--- src/rtl/l1_bus_ctrl.sv ---
// L1 data-cache bus controller: single reads/writes, line refills and dirty-line write-backs
// as 64-bit beats on a one-outstanding valid/ack bus. Optional macro BUS_TIMEOUT_EN adds a beat watchdog.

module l1_bus_ctrl #(
    parameter int LINE_BEATS = 2048,
    parameter int CNT_W      = 11
) (
    input  logic             clk,
    input  logic             rst,
    input  logic             write_through_req,
    input  logic             read_req,
    input  logic             read_line_req,
    input  logic             write_line_req,
    input  logic [3:0]       L1_size,
    input  logic [63:0]      pa,
    input  logic [63:0]      wt_data,
    output logic [63:0]      line_data,
    output logic [CNT_W-1:0] addr_count,
    output logic             line_write,
    output logic             cache_entry_refill,
    output logic             trans_rdy,
    output logic             bus_error,
    output logic             bus_req,
    output logic             bus_we,
    output logic [63:0]      bus_addr,
    output logic [3:0]       bus_size,
    output logic [63:0]      bus_wdata,
    input  logic             bus_ack,
    input  logic             bus_err,
    input  logic [63:0]      bus_rdata
);

    typedef enum logic [2:0] {
        IDLE, SGL_RD, SGL_WR, LRD, LWR_FETCH, LWR_BUS, DONE
    } state_t;

    localparam int               OFF_W     = $clog2(LINE_BEATS * 8);
    localparam logic [CNT_W-1:0] LAST_BEAT = CNT_W'(LINE_BEATS - 1);

    state_t           r_state;
    logic [63:0]      r_base;
    logic [63:0]      r_line_data;
    logic [63:0]      r_bus_addr;
    logic [63:0]      r_bus_wdata;
    logic [3:0]       r_bus_size;
    logic [CNT_W-1:0] r_addr_count;
    logic             r_line_write;
    logic             r_refill;
    logic             r_trans_rdy;
    logic             r_bus_error;
    logic             r_bus_req;
    logic             r_bus_we;
    logic             r_wait;

    logic [63:0]      w_pa_base;
    logic [63:0]      w_cur_addr;
    logic [63:0]      w_nxt_addr;
    logic [CNT_W-1:0] w_cnt_nxt;
    logic             w_last;
    logic             w_timeout;
    logic             w_fail;

    assign w_pa_base  = {pa[63:OFF_W], {OFF_W{1'b0}}};
    assign w_cnt_nxt  = r_addr_count + CNT_W'(1);
    assign w_cur_addr = r_base | (64'(r_addr_count) << 3);
    assign w_nxt_addr = r_base | (64'(w_cnt_nxt) << 3);
    assign w_last     = (r_addr_count == LAST_BEAT);
    // An error (or ack+err together) only counts while a beat is actually outstanding.
    assign w_fail     = r_bus_req & (bus_err | w_timeout);

`ifdef BUS_TIMEOUT_EN
    logic [15:0] r_wdog;

    assign w_timeout = (r_wdog == 16'hFFFF);

    always_ff @(posedge clk) begin
        if (rst || !r_bus_req || bus_ack || bus_err || w_timeout)
            r_wdog <= '0;
        else
            r_wdog <= r_wdog + 16'd1;
    end
`else
    assign w_timeout = 1'b0;
`endif

    // NOTE: all state and outputs live in one clocked block with non-blocking assignments,
    // so every output is a flop and reads of r_* always see the previous cycle's value.
    always_ff @(posedge clk) begin
        if (rst) begin
            r_state      <= IDLE;
            r_base       <= '0;
            r_line_data  <= '0;
            r_bus_addr   <= '0;
            r_bus_wdata  <= '0;
            r_bus_size   <= '0;
            r_addr_count <= '0;
            r_line_write <= 1'b0;
            r_refill     <= 1'b0;
            r_trans_rdy  <= 1'b0;
            r_bus_error  <= 1'b0;
            r_bus_req    <= 1'b0;
            r_bus_we     <= 1'b0;
            r_wait       <= 1'b0;
        end else begin
            // NOTE: pulse outputs default low here so each path only has to raise them.
            r_line_write <= 1'b0;
            r_refill     <= 1'b0;
            r_trans_rdy  <= 1'b0;
            r_bus_error  <= 1'b0;

            if (w_fail) begin
                r_bus_error  <= 1'b1;
                r_bus_req    <= 1'b0;
                r_bus_we     <= 1'b0;
                r_addr_count <= '0;
                r_state      <= IDLE;
            end else begin
                unique case (r_state)
                    IDLE: begin
                        r_addr_count <= '0;
                        r_base       <= w_pa_base;
                        if (write_line_req) begin
                            // Cache RAM output lags addr_count by a cycle; skip the wait if it was already 0.
                            r_wait  <= (r_addr_count != '0);
                            r_state <= LWR_FETCH;
                        end else if (read_line_req) begin
                            r_bus_req  <= 1'b1;
                            r_bus_we   <= 1'b0;
                            r_bus_addr <= w_pa_base;
                            r_bus_size <= 4'b1000;
                            r_state    <= LRD;
                        end else if (read_req) begin
                            r_bus_req  <= 1'b1;
                            r_bus_we   <= 1'b0;
                            r_bus_addr <= pa;
                            r_bus_size <= L1_size;
                            r_state    <= SGL_RD;
                        end else if (write_through_req) begin
                            r_bus_req   <= 1'b1;
                            r_bus_we    <= 1'b1;
                            r_bus_addr  <= pa;
                            r_bus_size  <= L1_size;
                            r_bus_wdata <= wt_data;
                            r_state     <= SGL_WR;
                        end
                    end
                    SGL_RD: begin
                        if (bus_ack) begin
                            r_line_data <= bus_rdata;
                            r_bus_req   <= 1'b0;
                            r_state     <= DONE;
                        end
                    end
                    SGL_WR: begin
                        if (bus_ack) begin
                            r_bus_req <= 1'b0;
                            r_bus_we  <= 1'b0;
                            r_state   <= DONE;
                        end
                    end
                    LRD: begin
                        if (r_bus_req) begin
                            if (bus_ack) begin
                                r_bus_req    <= 1'b0;
                                r_line_data  <= bus_rdata;
                                r_line_write <= 1'b1;
                                if (w_last) begin
                                    r_refill    <= 1'b1;
                                    r_trans_rdy <= 1'b1;
                                    r_state     <= IDLE;
                                end
                            end
                        end else begin
                            r_addr_count <= w_cnt_nxt;
                            r_bus_addr   <= w_nxt_addr;
                            r_bus_req    <= 1'b1;
                        end
                    end
                    LWR_FETCH: begin
                        if (r_wait) begin
                            r_wait <= 1'b0;
                        end else begin
                            r_bus_wdata <= wt_data;
                            r_bus_addr  <= w_cur_addr;
                            r_bus_size  <= 4'b1000;
                            r_bus_we    <= 1'b1;
                            r_bus_req   <= 1'b1;
                            r_state     <= LWR_BUS;
                        end
                    end
                    LWR_BUS: begin
                        if (bus_ack) begin
                            r_bus_req <= 1'b0;
                            r_bus_we  <= 1'b0;
                            if (w_last) begin
                                r_trans_rdy <= 1'b1;
                                r_state     <= IDLE;
                            end else begin
                                r_addr_count <= w_cnt_nxt;
                                r_wait       <= 1'b1;
                                r_state      <= LWR_FETCH;
                            end
                        end
                    end
                    DONE: begin
                        r_trans_rdy <= 1'b1;
                        r_state     <= IDLE;
                    end
                    default: r_state <= IDLE;
                endcase
            end
        end
    end

    assign line_data          = r_line_data;
    assign addr_count         = r_addr_count;
    assign line_write         = r_line_write;
    assign cache_entry_refill = r_refill;
    assign trans_rdy          = r_trans_rdy;
    assign bus_error          = r_bus_error;
    assign bus_req            = r_bus_req;
    assign bus_we             = r_bus_we;
    assign bus_addr           = r_bus_addr;
    assign bus_size           = r_bus_size;
    assign bus_wdata          = r_bus_wdata;

endmodule

--- config.mk ---
export PLATFORM = sky130hd
export DESIGN_NAME = l1_bus_ctrl
export DESIGN_NICKNAME = d
export VERILOG_FILES = /design/src/rtl/l1_bus_ctrl.sv
export SDC_FILE = /design/constraint.sdc
export NUM_CORES = 1
export LEC_CHECK = 0
export ABC_AREA = 1
export CAP_MARGIN = 5
export CORE_UTILIZATION = 44
export CTS_BUF_LIST = sky130_fd_sc_hd__clkbuf_8 sky130_fd_sc_hd__clkbuf_16
export DETAILED_ROUTE_END_ITERATION = 6
export PLACE_DENSITY = 0.89
export REMOVE_ABC_BUFFERS = 1
export SLEW_MARGIN = 15
export SYNTH_ARGS = -nofsm -noshare
export SYNTH_HDL_FRONTEND = slang
export SYNTH_SLANG_ARGS = --single-unit
--- constraint.sdc ---
create_clock -name clk -period 2.6 [get_ports clk]
set_input_delay 0.52 -clock clk [delete_from_list [all_inputs] [get_ports clk]]
set_output_delay 0.52 -clock clk [all_outputs]
set_load 0.02 [all_outputs]
==> out/summary.txt, run 1 <==
status: completed
P per Cell Area: 1260 nW/um^2
post-route insts no fill: 2,389
met2 usage: 48.5%
Final HPWL DP: 28.7 mm
Multi-input gate area: 5400 sq um
buffers added on ports: 416
period utilisation layout: 86.4%
Worst EP required: 2080 ps
slowest library cell on the worst path: clkdlybuf4s50_1
Critical Path, Cell by Cell: clkdlybuf4s50_1
worst setup path end: addr_count[4]
final WL: 40.9 mm
CP peak stage delay: 690 ps
top cell type by total area after synthesis: dfxtp_1
Design Area, Final: 16,800 sq um
Area contributors post-synth: dfxtp_1 46%, nor2_1 15%, nand2_1 11%
Hold/Removal Path Class: flip-flop to flip-flop
antenna violations before repair: 2
worst reg2reg setup slack: 460 ps
Leak: 7.00 nW
mapped cell area: 11,500 sq um
post-route DRC violation count: 0
clk root buf: clkbuf_16
post-synthesis average cell area: 6.95 sq um
Seq/Total Area, Yosys: 46.3%
library cells used by synthesis: 32
GRT Residual Overflow: 0
H-Tree Depth: 1
pin count of the biggest net entering global routing: 74
Reg2Reg Capture Point: bus_wdata[7]
fill count: 2,105
Slew Viols, Final: 0
cts repair resizes: 0
initial DRC count: 1,101
RSZ-0062 raised after global routing: false
Post-Place Worst Slack: 202 ps
Max IR drop VDD: 0.000899 V
placer's final routability congestion estimate: 0.987
max cap viols: 0
Fin. Hold Viols: 0
Reg area: 5350 sq um
Yosys top cell area share: 46.3%
Clock Latency Late Sink: 540 ps
cell depth of the worst setup path: 1
DR pass1 iterations: 5
Post-CTS Hold Fix Bufs: 0
Pwr Total: 21.2 mW
crit path DAT: 1730 ps
WS Path Type: flip-flop to primary output
# nets final: 2,241
die height: 164 um
crit end category: primary output
clock sink count: 267
CTS Buffer Depth: 3
Placed Instances: 2,335
vias in the first global route: 12,100
dpl cell area: 15,900 sq um
post-route minimum period: 2250 ps
final antenna-violating net count: 0
Post CTS Setup Buffer Count: 0
# rows: 58
DR vias: 12,500
setup ws final: 354 ps
final setup fails: 0
Worst R2R Start: r_state[2]
Warnings, synthesis: 0
vias per cell: 5.24
TritonCTS clock tree: built
Total Routing Usage GR: 29.5%
Setup Skew: 17.7 ps
CP delay by family, top: buffers and inverters
reg2reg path depth: 7
Initial Util: 45.3%
first-pass GRT wire length: 63.1 mm
CP startpoint kind: flip-flop
Worst slew margin: 57.6%
Seq cells post-synth: 267
Routed WL per cell: 17.1 um
grt met1 use: 35.1%
synth-to-layout area growth: 45.8%
GR Layer Usage met3: 7.78%
Crit Path Max Fanout: 8
worst slew pin tran: 635 ps
Gate Count Post-Synth: 1,662
Max Fclk: 0.445 GHz
share of cells above drive strength 1: 5.64%
# IOs: 417
CP startpoint: addr_count[4]
full die area: 26,900 sq um
cts bufs inserted: 28
Most Crowded Layer GR: met2
Die W: 164 um
Reg clk slew, reported paths: 60 ps
WP buf/inv: 1
core area: 25,500 sq um
layout make-up:
type                       count  share of cell area [%]
antenna                        4                  0.0594
clock buffer                  34                    4.65
clock inverter                16                   0.810
inverter                      56                    1.31
multi-input combinational   1229                    32.0
sequential                   267                    31.7
tap                          330                    2.45
timing repair buffer         453                    26.9
cells by family after synthesis:
kind of cell    Yosys count  synth area share [%]
xor+xnor                  2                 0.152
buf+inv                 166                  7.03
simple gates           1024                  37.5
compound gates          201                  8.78
flops                   267                  46.3
fa+ha+maj                 2                 0.217
through the flow:
stage	setup TNS (ps)	util [%]	hold WS (ps)
floorplan	-109380	-	435
global placement	0	62.5	448
detailed placement	0	62.5	453
CTS	0	66.1	462
global route	0	66.1	480
finish	0	66.1	461
worst min-delay path by stage:
stage	from	to	slack (ps)	cells past startpoint
finish	r_base[17]	r_base[17]	460	2
global route	r_base[25]	r_base[25]	480	2
CTS	r_base[60]	r_base[60]	460	2
detailed placement	r_base[22]	r_base[22]	450	2
global placement	r_base[21]	r_base[21]	450	2
floorplan	r_base[14]	r_base[14]	430	2
layer usage:
metal,routed length (um),vias to the layer above
met1,15800,5720
met2,18800,593
met5,0,-
li1,-,6040
met3,3930,155
met4,2370,0
state kept, by name, indices dropped and copies added, names as in the netlist, 3 cells and up:
signal / cells
r_state: 3
line_data: 64
bus_size: 4
r_base: 50
bus_wdata: 64
addr_count: 11
bus_addr: 64
power breakdown:
part	internal [mW]	switching (mW)	total, mW
clock network	2.32	1.66	3.98
registers	5.49	0.898	6.39
logic	4.28	6.53	10.8
total	12.1	9.09	21.2
placed cells by master (no fill, tap or decap), types with 2 or more instances in the layout:
cell | Yosys | final
ha_1 | 2 | 2
nor2_2 | 3 | 3
clkbuf_16 | 0 | 28
bufinv_16 | 0 | 2
buf_12 | 0 | 8
inv_2 | 7 | 7
buf_4 | 11 | 29
nand3_1 | 146 | 146
clkbuf_8 | 0 | 6
inv_4 | 2 | 2
nand2_2 | 10 | 12
nand3_2 | 3 | 3
dfxtp_1 | 267 | 267
diode_2 | 0 | 4
o21ai_1 | 21 | 21
clkdlybuf4s50_1 | 0 | 415
inv_1 | 46 | 53
a21oi_1 | 59 | 59
clkinv_2 | 0 | 3
nand3b_1 | 51 | 51
clkinvlp_4 | 0 | 2
nor3_1 | 4 | 4
o21ai_0 | 119 | 119
nor2_4 | 2 | 2
nand2_1 | 349 | 347
nor2_1 | 450 | 450
xor2_1 | 2 | 2
synthesized netlist by cell type (all sizes together):
cell and number:
xor2 2, nand3b 51, nand4 1, nand3 150
nor2 456, ha 2, nor4 1, o21ai 140
clkbuf 48, dfxtp 267, nor3 4, clkinv 1
inv 55, a21oi 60, nand2 360, or2 1
a31o 1, buf 62
tightest hold or removal path: cells and delay by family, from the launching register on:
family / cells / cell delay, ps
flops: 1 / 310
simple gates: 1 / 60
compound gates: 1 / 50
(Power assumes the default switching activity.)
==> run 2, diff against run 1 <==
--- a/config.mk
+++ b/config.mk
@@ -9,8 +9,9 @@
 export CAP_MARGIN = 5
 export CORE_UTILIZATION = 44
 export CTS_BUF_LIST = sky130_fd_sc_hd__clkbuf_8 sky130_fd_sc_hd__clkbuf_16
+export CTS_CLUSTER_SIZE = 24
 export DETAILED_ROUTE_END_ITERATION = 6
-export PLACE_DENSITY = 0.89
+export PLACE_DENSITY = 0.79
 export REMOVE_ABC_BUFFERS = 1
 export SLEW_MARGIN = 15
 export SYNTH_ARGS = -nofsm -noshare
==> out/summary.txt, run 2 (synthesis results as in run 1) <==
DRT met1 WL: 16.2 mm (was 15.8 mm)
slowest library cell on the worst path: clkdlybuf4s50_1 (unchanged)
post-route minimum period: 2260 ps (was 2250 ps)
pin count of the biggest net entering global routing: 92 (was 74)
# rows: 58 (unchanged)
final setup fails: 0 (unchanged)
Final HPWL DP: 28.1 mm (was 28.7 mm)
Post-CTS Hold Fix Bufs: 0 (unchanged)
worst slew pin tran: 669 ps (was 635 ps)
# nets final: 2,246 (was 2,241)
setup ws final: 344 ps (was 354 ps)
RSZ-0062 raised after global routing: false (unchanged)
final WL: 40.2 mm (was 40.9 mm)
max cap viols: 0 (unchanged)
Post CTS Setup Buffer Count: 0 (unchanged)
Leak: 7.04 nW (was 7.00 nW)
Crit Path Max Fanout: 8 (unchanged)
cell depth of the worst setup path: 1 (unchanged)
antenna violations before repair: 8 (was 2)
clk root buf: clkbuf_16 (unchanged)
Critical Path, Cell by Cell: clkdlybuf4s50_1 (unchanged)
worst hold margin: 460 ps (was 461 ps)
worst setup path end: addr_count[8] (was addr_count[4])
GRT Residual Overflow: 0 (unchanged)
cts bufs inserted: 30 (was 28)
placer's final routability congestion estimate: 0.872 (was 0.987)
vias in the first global route: 11,300 (was 12,100)
Reg2Reg Capture Point: bus_addr[30] (was bus_wdata[7])
TritonCTS clock tree: built (unchanged)
DR vias: 12,300 (was 12,500)
Total Routing Usage GR: 29.0% (was 29.5%)
CP peak stage delay: 690 ps (about the same)
Setup Skew: 25.5 ps (was 17.7 ps)
worst reg2reg setup slack: 370 ps (was 460 ps)
synth-to-layout area growth: 46.4% (was 45.8%)
crit path DAT: 1740 ps (was 1730 ps)
vias per cell: 5.11 (was 5.24)
Fin. Hold Viols: 0 (unchanged)
Die W: 164 um (unchanged)
reg2reg path depth: 9 (was 7)
top routing layer used: met4 (unchanged)
Max Fclk: 0.443 GHz (was 0.445 GHz)
Reg area: 5350 sq um (unchanged)
final antenna-violating net count: 0 (unchanged)
WS Path Type: flip-flop to primary output (unchanged)
Hold/Removal Path Class: flip-flop to flip-flop (unchanged)
CP startpoint: addr_count[8] (was addr_count[4])
Initial Util: 45.3% (unchanged)
H-Tree Depth: 1 (unchanged)
period utilisation layout: 86.8% (was 86.4%)
WL met3: 3.73 mm (was 3.93 mm)
buffers added on ports: 416 (unchanged)
Worst slew margin: 55.4% (was 57.6%)
initial DRC count: 1,126 (was 1,101)
setup TNS: 0 ps (unchanged)
share of cells above drive strength 1: 6.06% (was 5.64%)
die height: 164 um (unchanged)
clock sink count: 267 (unchanged)
fill count: 2,166 (was 2,105)
Reg clk slew, reported paths: 60 ps (about the same)
Slew Viols, Final: 0 (unchanged)
Multi-input gate area: 5400 sq um (unchanged)
post-route DRC violation count: 0 (unchanged)
status: completed (unchanged)
WL met2: 18.8 mm (about the same)
# IOs: 417 (unchanged)
crit end category: primary output (unchanged)
Worst R2R Start: r_state[0] (was r_state[2])
WP buf/inv: 1 (unchanged)
core area: 25,500 sq um (unchanged)
CP startpoint kind: flip-flop (unchanged)
CP delay by family, top: buffers and inverters (unchanged)
first-pass GRT wire length: 61.5 mm (was 63.1 mm)
Post-Place Worst Slack: 82.1 ps (was 202 ps)
CTS Buffer Depth: 3 (unchanged)
cts repair resizes: 0 (unchanged)
P per Cell Area: 1260 nW/um^2 (about the same)
Max IR drop VDD: 0.000947 V (was 0.000899 V)
Routed WL per cell: 16.7 um (was 17.1 um)
Worst EP required: 2080 ps (about the same)
most common library cell in the layout ignoring fill and taps: nor2_1 (unchanged)
full die area: 26,900 sq um (unchanged)
Clock Latency Late Sink: 560 ps (was 540 ps)
commonest cells after routing, fill and taps aside: 450 x nor2_1, 415 x clkdlybuf4s50_1, 347 x nand2_1, 267 x dfxtp_1, 146 x nand3_1 (unchanged)
DR pass1 iterations: 5 (unchanged)
## run 2: cell types whose count changed in the layout (fill, tap and decap cells not counted), sizes merged
cell,change
clkbuf,+6
diode,+5
buf,+3
bufinv,-1
clkinv,+1
## run 2: how the worst min path moves through the flow
stage / slack [ps] / cells after the start / startpoint / to
global placement: 450 / 2 / r_base[37] / r_base[37]
floorplan: 430 / 2 / r_base[14] / r_base[14]
global route: 460 / 3 / rst / r_base[18]
CTS: 460 / 3 / rst / r_base[37]
finish: 460 / 2 / r_base[24] / r_base[24]
detailed placement: 450 / 2 / r_base[24] / r_base[24]
## run 2: cell type report
class | count | area share, %
antenna | 9 | 0.133
clock buffer | 40 | 5.25
clock inverter | 16 | 0.681
inverter | 56 | 1.30
multi-input combinational | 1229 | 31.9
sequential | 267 | 31.6
tap | 330 | 2.44
timing repair buffer | 456 | 26.7
## run 2: worst min-delay path: stages (launching register included)
cell	delay, ps
dfxtp_1	310
nand2_1	60
a21oi_1	50
## run 2: metrics by stage
stage	cells	utilization, %	total power [mW]	instance area [sq um]
finish	2403	66.4	21.3	16900
detailed placement	2338	62.4	17.1	15900
global placement	2338	62.4	16.9	15900
floorplan	1552	-	12.5	11000
global route	2399	66.3	22.8	16900
CTS	2394	66.3	21.4	16900
## run 2: power breakdown
part / switching, mW / total, mW / internal, mW
registers: 0.904 / 6.39 / 5.49
logic: 6.45 / 10.7 / 4.26
clock network: 1.72 / 4.20 / 2.48
## run 2: metal layers
layer / vias to the layer above / GRT usage (%)
met5: - / 0
met4: 0 / 12.0
met3: 84 / 7.35
met2: 527 / 47.8
met1: 5609 / 36.0
li1: 6062 / -
==> RTL change (config.mk and constraints of run 1) <==
The option `BUS_TIMEOUT_EN` is turned on by a define.
--- a/src/rtl/l1_bus_ctrl.sv
+++ b/src/rtl/l1_bus_ctrl.sv
@@ -1,4 +1,6 @@
 // L1 data-cache bus controller: single reads/writes, line refills and dirty-line write-backs
 // as 64-bit beats on a one-outstanding valid/ack bus. Optional macro BUS_TIMEOUT_EN adds a beat watchdog.
+
+`define BUS_TIMEOUT_EN
 
 module l1_bus_ctrl #(
Check against the original RTL: not settled (the Yosys comparison gave no result); the edit may change what the design does.
==> RTL change against run 1 <==
- register-to-register slack lost 0.15 ns
- sequential cell count grew 16
- critical path type is now reg2reg
- design area grew 6.4%
- area after synthesis rose by 8.6%
- routed wire length fell by 4.0%
- setup slack worse by 0.042 ns
- power rose by 1.1%
==> RTL change: results <==
[final_layout]
fillers = 2291
antenna_cells = 0
drive_gt1_share_pct = 5.01
layout.nets = 2500

[yosys]
synth_cell_types = 33
synth_sequential_area_ratio_pct = 45.2
synth_most_common_cell = nor2_1
synth_common_cells = 553 x nor2_1, 528 x nand2_1, 283 x dfxtp_1

[grt]
grt_max_degree = 113
grt_pass1_vias = 12173
grt_usage_pct = 25.6
grt_pass1_wl_um = 60100
grt_antenna_before_repair = 0

[setup_path]
ff2ff_setup_slack_ns = 0.31
reg2reg_depth = 12
cp_slowest_cell = dfxtp_1
crit_fanout = 51
crit_end = r_base[60]$_SDFFE_PP0P_
critical_path_arrival_ns = 2.73
crit_start = r_wdog[0]$_SDFF_PP0_
path_delay_family = simple AND/OR/NAND/NOR gates
max_stage_delay_ns = 0.36

[cts]
cts_buffer_depth = 3
cts_buffers = 30
clkLatencyLatePin_ns = 0.55
clk_pin_slew_ns = 0.06

[sta]
worst_hold_slack_ns = 0.462
fin_skew_ns = 0.00757
tightest_slew_ns = 0.597

[drt]
post_drt_wl_per_cell_um = 14.6
vias = 13037
firstDrtPassIters = 6
drt_iter0_markers = 1042

[placed_design]
post-dp-hpwl_um = 28000
place_congestion = 0.881

[hold_path]
min_to = r_wdog[0]$_SDFF_PP0_
min_from = r_wdog[0]$_SDFF_PP0_
min_path_cells = 1

[flow_run]
maxCapViolCount = 0

[power]
power.leakage_nw = 8.10
max-vdd-ir-drop_v = 0.000559

[status]
status = complete, no violations
-- RTL change: stage by stage --
stage          instance area (µm²)  util [%]  setup TNS, ns  setup slack (ns)  cells
2_1_floorplan                11900         -        -423.81             -2.57   1808
3_3_place_gp                 16900      60.5              0             0.207   2639
3_5_place_dp                 16900      60.5              0             0.141   2639
4_1_cts                      17900      64.2              0             0.286   2694
5_1_grt                      17900      64.2              0            0.0847   2694
6_report                     17900      64.2              0             0.313   2694
-- RTL change: power by group --
group	internal [W]	switching [W]	leakage [nW]
sequential	0.00579	0.000863	2.32
combinational	0.00411	0.00635	5.26
clock	0.00250	0.00180	0.507
-- RTL change: cell type report --
class / instances / area [µm²] / area share [%]
Sequential cell: 283 / 5670 / 31.6
Multi-Input combinational cell: 1335 / 5530 / 30.8
Timing Repair Buffer: 453 / 4530 / 25.3
Clock buffer: 39 / 886 / 4.94
Inverter: 190 / 718 / 4.01
Tap cell: 378 / 473 / 2.64
Clock inverter: 16 / 124 / 0.691
-- RTL change: logic make-up (layout without fill, tap and decap cells) --
kind of cell / after synthesis / in the layout / share of synthesized area (%)
AOI/OAI and AO/OA: 153 / 153 / 6.19
xor gates and xnor gates: 10 / 10 / 0.698
adders and majority gates: 3 / 3 / 0.299
buffers and inverters: 293 / 698 / 10.9
DFF: 283 / 283 / 45.2
and+or+nand+nor: 1169 / 1169 / 36.8
-- RTL change: per-layer routing --
metal | global-route usage [%] | vias to the layer above | wire length (µm)
met5 | 0 | - | 0
met4 | 13.2 | 0 | 2100
met3 | 5.27 | 142 | 2550
met2 | 43.8 | 489 | 18800
met1 | 30.3 | 5873 | 15800
li1 | - | 6533 | -
